## src/rtl/mem_wb_stage.sv

```systemverilog
// MEM/WB pipeline stage: registers ALU/link results for write-back, and
// waits on the data cache for loads, then extracts and extends the loaded
// byte, halfword or word. Flags misaligned loads and counts miss-wait cycles.
module mem_wb_stage #(
   parameter int unsigned bit_size = 32
) (
   input  logic                clk,
   input  logic                rst,
   input  logic                in_valid,
   output logic                in_ready,
   input  logic                in_RegWrite,
   input  logic                in_Jal,
   input  logic [2:0]          in_load_type,
   input  logic [1:0]          in_addr_lo,
   input  logic [4:0]          in_Write_addr,
   input  logic [bit_size-1:0] in_ALU_result,
   input  logic [bit_size-1:0] in_PC_plus8,
   input  logic [bit_size-1:0] DM_rdata,
   input  logic                DM_rvalid,
   output logic                RegWrite,
   output logic [4:0]          Write_addr,
   output logic [bit_size-1:0] Write_data,
   output logic                misalign_err,
   output logic [15:0]         stall_cnt
);

   typedef enum logic {IDLE, WAIT_MEM} state_e;

   typedef enum logic [2:0] {
      LD_NONE = 3'b000,
      LD_LB   = 3'b001,
      LD_LBU  = 3'b010,
      LD_LH   = 3'b011,
      LD_LHU  = 3'b100,
      LD_LW   = 3'b101
   } load_e;

   state_e              state, state_n;
   load_e               ld_type, ld_type_n;
   logic [1:0]          ld_lo, ld_lo_n;
   logic [4:0]          ld_addr, ld_addr_n;
   logic                ld_we, ld_we_n;
   logic                we_n, mis_n;
   logic [4:0]          waddr_n;
   logic [bit_size-1:0] wdata_n;
   logic [15:0]         stall_n;
   logic [7:0]          sel_byte;
   logic [15:0]         sel_half;
   logic [bit_size-1:0] load_val;
   logic                is_load, aligned;

   assign in_ready = (state == IDLE);

   // Decode the incoming load kind and its alignment requirement
   always_comb begin
      is_load = 1'b1;
      aligned = 1'b1;
      case (in_load_type)
         LD_LB, LD_LBU: aligned = 1'b1;
         LD_LH, LD_LHU: aligned = ~in_addr_lo[0];
         LD_LW:         aligned = (in_addr_lo == 2'b00);
         default:       is_load = 1'b0;
      endcase
   end

   // Little-endian lane selection and sign/zero extension of the returned word
   always_comb begin
      sel_byte = DM_rdata[{ld_lo, 3'b000} +: 8];
      sel_half = DM_rdata[{ld_lo[1], 4'b0000} +: 16];
      case (ld_type)
         LD_LB:   load_val = {{(bit_size-8){sel_byte[7]}}, sel_byte};
         LD_LBU:  load_val = {{(bit_size-8){1'b0}}, sel_byte};
         LD_LH:   load_val = {{(bit_size-16){sel_half[15]}}, sel_half};
         LD_LHU:  load_val = {{(bit_size-16){1'b0}}, sel_half};
         default: load_val = DM_rdata;
      endcase
   end

   // Next-state and next-output logic; write port holds when not writing
   always_comb begin
      state_n   = state;
      ld_type_n = ld_type;
      ld_lo_n   = ld_lo;
      ld_addr_n = ld_addr;
      ld_we_n   = ld_we;
      we_n      = 1'b0;
      mis_n     = 1'b0;
      waddr_n   = Write_addr;
      wdata_n   = Write_data;
      stall_n   = stall_cnt;
      case (state)
         IDLE: begin
            if (in_valid) begin
               if (!is_load) begin
                  if (in_RegWrite && (in_Write_addr != 5'd0)) begin
                     we_n    = 1'b1;
                     waddr_n = in_Write_addr;
                     wdata_n = in_Jal ? in_PC_plus8 : in_ALU_result;
                  end
               end else if (aligned) begin
                  ld_type_n = load_e'(in_load_type);
                  ld_lo_n   = in_addr_lo;
                  ld_addr_n = in_Write_addr;
                  ld_we_n   = in_RegWrite;
                  state_n   = WAIT_MEM;
               end else begin
                  mis_n = 1'b1;
               end
            end
         end
         WAIT_MEM: begin
            if (DM_rvalid) begin
               state_n = IDLE;
               if (ld_we && (ld_addr != 5'd0)) begin
                  we_n    = 1'b1;
                  waddr_n = ld_addr;
                  wdata_n = load_val;
               end
            end else if (stall_cnt != 16'hFFFF) begin
               stall_n = stall_cnt + 16'd1;
            end
         end
         default: state_n = IDLE;
      endcase
   end

   // State and output registers with synchronous reset
   always_ff @(posedge clk) begin
      if (rst) begin
         state        <= IDLE;
         ld_type      <= LD_NONE;
         ld_lo        <= '0;
         ld_addr      <= '0;
         ld_we        <= 1'b0;
         RegWrite     <= 1'b0;
         Write_addr   <= '0;
         Write_data   <= '0;
         misalign_err <= 1'b0;
         stall_cnt    <= '0;
      end else begin
         state        <= state_n;
         ld_type      <= ld_type_n;
         ld_lo        <= ld_lo_n;
         ld_addr      <= ld_addr_n;
         ld_we        <= ld_we_n;
         RegWrite     <= we_n;
         Write_addr   <= waddr_n;
         Write_data   <= wdata_n;
         misalign_err <= mis_n;
         stall_cnt    <= stall_n;
      end
   end

endmodule

```

## config.mk

```make
export PLATFORM = sky130hd
export DESIGN_NAME = mem_wb_stage
export DESIGN_NICKNAME = d
export VERILOG_FILES = /design/src/rtl/mem_wb_stage.sv
export SDC_FILE = /design/constraint.sdc
export NUM_CORES = 1
export LEC_CHECK = 0
export CELL_PAD_IN_SITES_DETAIL_PLACEMENT = 1
export CELL_PAD_IN_SITES_GLOBAL_PLACEMENT = 2
export CORE_ASPECT_RATIO = 1.5
export CORE_MARGIN = 1.5
export CORE_UTILIZATION = 27
export CTS_BUF_LIST = sky130_fd_sc_hd__clkbuf_16
export CTS_CLUSTER_DIAMETER = 120
export CTS_CLUSTER_SIZE = 14
export DETAILED_ROUTE_END_ITERATION = 8
export PLACE_DENSITY_LB_ADDON = 0.1
export SYNTH_ARGS = -nofsm -noshare
export SYNTH_HDL_FRONTEND = slang
export SYNTH_SLANG_ARGS = --single-unit
export TNS_END_PERCENT = 20
```

## constraint.sdc

```tcl
create_clock -name clk -period 3.05 [get_ports clk]
set_input_delay 0.61 -clock clk [delete_from_list [all_inputs] [get_ports clk]]
set_output_delay 0.61 -clock clk [all_outputs]
set_load 0.02 [all_outputs]
```

# Yosys cells after proc, flatten, opt, wreduce, memory -nomap -nowiden
# Index checks and enable logic that the tools add are counted.
[totals]
ff_bits = 67
in_bits = 112
output_inout_bits = 56
word_cells = 72
[classes]
add_sub_neg = 1
eq_ne = 15
shift = 2
muxes = 28
bitwise = 5
reduce_logical = 11
[ops]
columns = ["op", "n"]
rows = [
  ["32-bit 2-to-1 mux", 6],
  ["32-bit case mux with 4 select lines", 1],
  ["32-bit case mux with 2 select lines", 1],
  ["32-bit by 6-bit indexed part select with 16-bit output", 1],
  ["32-bit by 6-bit indexed part select with 8-bit output", 1],
  ["5-bit 2-to-1 mux", 5],
  ["16-bit by 1-bit adder with 16-bit output, second input constant", 1],
  ["16-bit inequality test, second input constant", 1],
  ["3-bit by 2-bit equality test with 1-bit output, second input constant", 4],
  ["1-bit 2-to-1 mux", 11],
  ["5-bit case mux with 2 select lines", 1],
  ["5-bit nonzero test", 2],
  ["3-bit equality test, second input constant", 3],
  ["3-bit by 1-bit equality test with 1-bit output, second input constant", 2],
  ["2-bit inequality test, second input constant", 3],
  ["1-bit case mux with 2 select lines", 3],
  ["1-bit inverter", 5],
  ["5-bit AND reduction", 1],
  ["5-bit OR reduction", 1],
  ["2-bit by 1-bit inequality test with 1-bit output, second input constant", 2],
  ["4-bit AND reduction", 1],
  ["4-bit OR reduction", 1],
  ["3-bit AND reduction", 1],
  ["1-bit logical AND", 2],
  ["2 further kinds", 2],
]

# Logic depth before layout (Yosys ltp)
# Gate-level depths: netlist (run 1).
[logic_depth]
ltp_word = 7
mapped_depth = 8
mapped_depth_nobuf = 6

# Worst setup path after synthesis (run 1)
# Ideal clock, no wire load.
[synth_path]
path_type = "input-to-reg"
startpoint = "in in_Write_addr[0]"
endpoint = "reg Write_data[11]"
setup_time_ps = 141
arrival_ps = 1836
required_time_ps = 2909
setup_slack_ps = 1073
stages = 7
n_path_buf = 2
path_cell_list = "or4_1 > nor2_1 > o31ai_4 > buf_6 > buf_6 > nor2_1 > nor3_2"
[synth_between]
elab_chain_len = 4
[synth_lines]
columns = ["element", "line", "text"]
rows = [
  ["from (decl)", "15", "input logic [4:0] in_Write_addr,"],
  ["5-bit nonzero test", "95", "if (in_RegWrite && (in_Write_addr != 5'd0)) begin"],
  ["1-bit logical AND", "95", ""],
  ["2-bit by 1-bit inequality test with 1-bit output (no source line)", "n/a", ""],
  ["5-bit AND reduction (no source line)", "n/a", ""],
  ["to (signal assigned)", "148", "Write_data <= wdata_n;"],
  ["to (decl)", "22", "output logic [bit_size-1:0] Write_data,"],
]
# Every way passes these cells.
# A chain may end at the register's enable or synchronous reset.

# Worst setup path in the final report (run 1)
[layout_path]
startpoint = "in DM_rdata[23]"
endpoint = "reg Write_data[27]"
[layout_between]
elab_chain_len = 5
[layout_lines]
columns = ["element", "line", "text"]
rows = [
  ["from (decl)", "18", "input logic [bit_size-1:0] DM_rdata,"],
  ["32-bit by 6-bit indexed part select with 8-bit output", "68", "sel_byte = DM_rdata[{ld_lo, 3'b000} +: 8];"],
  ["32-bit case mux with 4 select lines", "70", "case (ld_type)"],
  ["32-bit 2-to-1 mux", "114", "if (ld_we && (ld_addr != 5'd0)) begin"],
  ["32-bit 2-to-1 mux", "112", "if (DM_rvalid) begin"],
  ["32-bit case mux with 2 select lines", "91", "case (state)"],
]
# Every way passes these cells. The select of a mux whose other input is x is not followed.

==> results_dict.tcl, run 1 <==
set metrics [dict create \
    drc 0 \
    yosys.area_share.simple 0.198 \
    synth_top_area_cell "dfxtp_1" \
    synth_xor_area_frac 0.0269 \
    synth_top_area_frac 0.317 \
    synthToLayoutAreaGrowth_pct 51.3 \
    cts_buffer_depth 2 \
    syn_inst 497 \
    synth_ff_type "dfxtp_1" \
    cts-root-buf "clkbuf_16" \
    ant_nets 0 \
    status "finished clean" \
    timing.slew.headroom 0.292 \
    powerDensity_nw_per_um2 417 \
    drv_slew 0 \
    vias_per_cell 5.16 \
    crit_fanout 16 \
    dpl.cell_count 838 \
    cp-end-kind "register" \
    finalNetCount 763 \
    cpPeakStageDelay_ns 0.95 \
    worstPathRequired_ns 3.32 \
    post_cts_buffers 0 \
    drt_wl_total_um 16900 \
    regArea_um2 1340 \
    cts_hold_buf 0 \
    htreeDepth 3 \
    place.gp.congestion 0.791 \
    cts_tree "done" \
    setup_viol 0 \
    tns_ns 0 \
    worstSetupPathType "in2reg" \
    synthAdderAreaFrac 0.00295 \
    drive_gt1_frac 0.130 \
    antenna_found_initial 0 \
    r2r_cells 5 \
    p_leak_nw 2.27 \
    cp.arrival_ns 2.84 \
    netlist_area_um2 4240 \
    yosys-top-cells-area "dfxtp_1, mux2i_1, mux2_2" \
    start_kind "primary input" \
    drt-wirelength-per-cell_um 19.8 \
    clock_latency_ns 0.34 \
    hpwl_um 12800 \
    fp-row-count 55 \
    fin_skew_ns 0.00971 \
    grt_usage 0.206 \
    die_y_um 156 \
    synthMuxAreaShare 0.163 \
    cp_slowest_cell "o41ai_4" \
    syn-num-nets 610 \
    numPortBuffers 167 \
    multiInputGateArea_um2 2660 \
    overflow 0 \
    finalCritPeriodShare 0.843 \
    clk_pin_slew_worst_paths_ns 0.06 \
    grt_pass1_vias 4910 \
    ys_types 60 \
    via_count 4407 \
    die_x_um 105 \
    grt_max_degree 53 \
    design.core.area_um2 15200 \
    synth-seq-cells 67 \
    synth_most_common_cell "dfxtp_1" \
    ys_seq_area_frac 0.317 \
    worst-slew-pin-transition_ns 1.06 \
    numClockSinks 67 \
    cts_buffers 9 \
    firstDrtPassIters 4 \
    hold_viol 0 \
    cts_resized 0 \
    synth_edf_count 0 \
    synth.top_cells.by_count "dfxtp_1, a21oi_1, nor2_1, nand2_1, mux2i_1" \
    final_cells 854 \
    synth_top_family_by_area "compound AO/OA/AOI/OAI gates" \
    min_period_ns 2.57 \
    die-area_um2 16500 \
    initial_utilization 0.279 \
    grt_pass1_wl_um 26500 \
    async_flop_share 0 \
    boundaryPins 168 \
    fmax_ghz 0.389 \
    synth_compound_gate_area_share 0.235 \
    vdd.ir_drop.worst_mv 0.291 \
    drtIter0Drc 112 \
    holdPathStages 2 \
    yosysWarnings 0 \
    worstHoldPathType "reg2reg" \
    rsz0062_at_grt "false" \
    crit_chain "clkdlybuf4s50_1 -> mux2_1 -> nor3_1 -> o41ai_4 -> o221ai_1 -> a21oi_1" \
    syn_avg_cell_area_um2 8.53 \
    nFillCells 1764 \
    max-cap-violations 0 \
    n_antenna_cell 0 \
]
==> registers in the layout, indices dropped and copies added (netlist names) <==
signal / cells
RegWrite: 1
Write_addr: 5
Write_data: 32
ld_addr: 5
ld_lo: 2
ld_type: 3
ld_we: 1
misalign_err: 1
stall_cnt: 16
state: 1
==> metrics by stage <==
stage	setup WS [ns]	total power, mW	hold WS [ns]	utilization	cell area, um2
6_report	0.479	2.67	0.449	0.421	6410
2_1_floorplan	1.07	1.23	0.477	-	4240
5_1_grt	0.321	2.79	0.471	0.421	6410
3_5_place_dp	0.111	1.53	0.444	0.400	6090
4_1_cts	0.473	2.70	0.452	0.421	6410
3_3_place_gp	0.208	1.52	0.441	0.400	6090
==> final cells by class <==
type	instances	area share
clock buffer	9	0.0351
inverter	6	0.00351
multi-input combinational	380	0.414
sequential	67	0.209
tap	199	0.0388
timing repair buffer	186	0.283
clock inverter	7	0.0154
==> report_power, final <==
part | switching (mW) | internal (mW) | leakage [nW]
clock network | 0.445 | 0.724 | 0.158
registers | 0.0246 | 0.904 | 0.544
logic | 0.284 | 0.290 | 1.57
==> metal layers <==
metal  global-route usage  share of wire  routed length [um]
met2                0.390           0.53                8910
met3               0.0441          0.059                 992
met4               0.0639          0.019                 318
met5                    0              0                   0
met1                0.228           0.40                6680
==> cell families (layout without fill, tap and decap cells) <==
kind of cell	after synthesis	after routing
AOI/OAI and AO/OA	134	134
xor gates and xnor gates	13	13
adders and majority gates	1	1
buffers and inverters	50	208
DFF	67	67
muxes	65	65
and+or+nand+nor	167	167
==> worst max-delay path, delay by kind of cell <==
kind / cells / cell delay, ns
and+or+nand+nor: 1 / 0.08
AOI/OAI and AO/OA: 3 / 1.39
muxes: 1 / 0.20
buffers and inverters: 1 / 0.55
==> cell usage in the layout, fill, tap and decap left out, types with 5 or more instances in the layout <==
master	n
mux2i_1	41
buf_4	18
nand4_1	5
o211ai_1	7
nor2b_1	22
nand3_1	7
nor3_1	7
o21ai_0	15
mux2_2	22
nand2_1	46
a21oi_1	47
nor3_2	7
nor2_1	47
o221a_2	6
nand2b_1	5
xor2_1	10
and3_1	5
a211oi_2	5
clkdlybuf4s50_1	165
inv_1	5
o221ai_1	28
dfxtp_1	66
clkbuf_16	9
==> path summary, 6_finish.rpt <==
check / end / from / slack, ns
min reg2reg: Write_data[16]$_SDFFE_PP0P_ / Write_data[16]$_SDFFE_PP0P_ / 0.45
max: Write_data[27]$_SDFFE_PP0P_ / DM_rdata[23] / 0.48
max reg2reg: Write_data[27]$_SDFFE_PP0P_ / ld_type[1]$_SDFFE_PP0P_ / 0.73
min: Write_data[16]$_SDFFE_PP0P_ / Write_data[16]$_SDFFE_PP0P_ / 0.45
No activity file was read; power rests on OpenSTA's default activity.
==> inputs of run 2 (changes only) <==
Settings changed: CORE_UTILIZATION 27 to 22.
Clock period 3.05 ns to 2.2 ns, I/O delays scaled along.
==> results_dict.tcl, run 2 (synthesized netlist as in run 1, its figures left out) <==
set metrics [dict create \
    final_cell_mix "clkdlybuf4s50_1, dfxtp_1, buf_4, a21oi_1, nor2_1" \
    cts-root-buf "clkbuf_16" \
    cp.arrival_ns 2.34 \
    worst-slew-pin-transition_ns 0.658 \
    worstHoldPathType "reg2reg" \
    top_regs "Write_data (32), stall_cnt (16)" \
    r2r_start "ld_lo[1]$_SDFFE_PP0P_" \
    place.gp.congestion 0.842 \
    holdPathStages 2 \
    drt-wirelength-per-cell_um 18.5 \
    via_count 4593 \
    grt_max_degree 42 \
    p_leak_nw 2.48 \
    die-area_um2 20100 \
    cpPeakStageDelay_ns 0.53 \
    clk_pin_slew_worst_paths_ns 0.07 \
    max-cap-violations 0 \
    cts_buffer_depth 2 \
    hold_viol 0 \
    firstDrtPassIters 4 \
    nFillCells 2235 \
    drt_wl_total_um 17600 \
    seq_power_share 0.349 \
    vias_per_cell 4.83 \
    die_x_um 116 \
    setup_viol 0 \
    endpoint "Write_data[8]$_SDFFE_PP0P_" \
    start_kind "primary input" \
    finalNetCount 802 \
    htreeDepth 3 \
    cp_slowest_cell "clkdlybuf4s50_1" \
    grt_pass1_wl_um 27200 \
    hpwl_um 13900 \
    boundaryPins 168 \
    p_switching_mw 1.07 \
    grt_pass1_vias 4961 \
    worstPathRequired_ns 2.42 \
    ant_nets 0 \
    min_period_ns 2.12 \
    place_ws_ns -0.284 \
    clock_latency_ns 0.35 \
    overflow 0 \
    crit_start "DM_rdata[31]" \
    timing.slew.headroom 0.562 \
    vdd.ir_drop.worst_mv 0.403 \
    crit_fanout 6 \
    drtIter0Drc 173 \
    numClockSinks 67 \
    fmax_ghz 0.471 \
    initial_utilization 0.223 \
    antenna_found_initial 0 \
    finalCritPeriodShare 0.965 \
    status "finished clean" \
    drv_slew 0 \
    fin_skew_ns 0.0100 \
    critPathBufInv 1 \
    holdWs_ns 0.453 \
    timing.reg2reg.setup_slack_ns 0.20 \
    crit_chain "clkdlybuf4s50_1 -> mux4_2 -> or3_1 -> a21oi_1 -> o221a_2 -> nor3_2" \
    r2r_cells 8 \
    cts_buffers 9 \
    p_int_mw 2.60 \
    swShare 0.292 \
    drive_gt1_frac 0.183 \
    cts_tree "done" \
    grt_usage 0.178 \
    final_common_cell "clkdlybuf4s50_1" \
    drc 0 \
    largest_reg_flops 32 \
    total_power_mw 3.68 \
    fp-row-count 62 \
    p_comb_frac 0.233 \
    p_clk_frac 0.417 \
    numPortBuffers 167 \
    powerDensity_nw_per_um2 540 \
    cp.depth 6 \
    synthToLayoutAreaGrowth_pct 60.6 \
    worstSetupPathType "in2reg" \
    hold_path.startpoint "Write_data[21]$_SDFFE_PP0P_" \
    path_delay_family "buffers and inverters" \
    final.setup.worst_slack_ns 0.0773 \
    die_y_um 173 \
    cp-end-kind "register" \
    largest-register "Write_data" \
    design.core.area_um2 19000 \
    worstReg2RegEnd "Write_data[29]$_SDFFE_PP0P_" \
]
## run 2: worst min-delay path by stage
stage / end / slack (ns)
4_1_cts: Write_data[21]$_SDFFE_PP0P_ / 0.46
3_3_place_gp: Write_data[31]$_SDFFE_PP0P_ / 0.44
3_5_place_dp: Write_data[21]$_SDFFE_PP0P_ / 0.45
6_report: Write_data[21]$_SDFFE_PP0P_ / 0.45
2_1_floorplan: ld_addr[3]$_SDFFE_PP0P_ / 0.48
5_1_grt: Write_data[0]$_SDFFE_PP0P_ / 0.47
## run 2: repair_timing
item                                   4_1_cts  5_1_grt
endpoints found under the hold margin        0        0
hold buffers                                 0        0
setup endpoints to repair                    0        7
gates resized for setup                      0        4
setup buffers                                0        2
## run 2: final cells by class
class | count | area [um2] | share of cell area
inverter | 6 | 22.5 | 0.00331
timing repair buffer | 225 | 2150 | 0.316
sequential | 67 | 1340 | 0.197
clock buffer | 9 | 225 | 0.0331
multi-input combinational | 380 | 2660 | 0.391
antenna | 1 | 2.50 | 0.000368
clock inverter | 7 | 81.3 | 0.0119
tap | 256 | 320 | 0.0471
## run 2: power groups by stage
stage	logic [mW]	registers, mW	clock network, mW
global route	0.931	1.29	1.64
finish	0.858	1.28	1.53
detailed placement	0.865	1.31	0
global placement	0.856	1.31	0
CTS	0.869	1.28	1.59
floorplan	0.377	1.33	0
## run 2: worst reg2reg max path, stage by stage, from the launching register on
cell and delay, ns:
dfxtp_2 0.37, buf_4 0.19, mux2i_2 0.18, o21a_1 0.16
o41ai_4 0.39, buf_4 0.19, buf_6 0.14, o221ai_1 0.14
a21oi_1 0.17
## run 2: stage by stage
step / cells / setup TNS (ns) / cell area, um2 / util
after global placement: 932 / -5.79 / 6470 / 0.341
after floorplan: 497 / 0 / 4240 / -
after global routing: 950 / -0.00362 / 6810 / 0.358
after CTS: 948 / 0 / 6780 / 0.357
final: 951 / 0 / 6810 / 0.358
after detailed placement: 932 / -7.10 / 6470 / 0.341
## run 2: layer usage
metal  share of wire  vias to the layer above  GRT usage
li1                -                     2222          -
met1            0.38                     2204      0.183
met2            0.53                      145      0.333
met4           0.028                        0     0.0757
met5               0                        -          0
met3           0.065                       22     0.0417
==> inputs of run 3 (changes only) <==
Settings changed: SKIP_CTS_REPAIR_TIMING from default to 1.
==> results of run 3 <==
No change in the layout: final DEF, timing and power equal those of run 2.
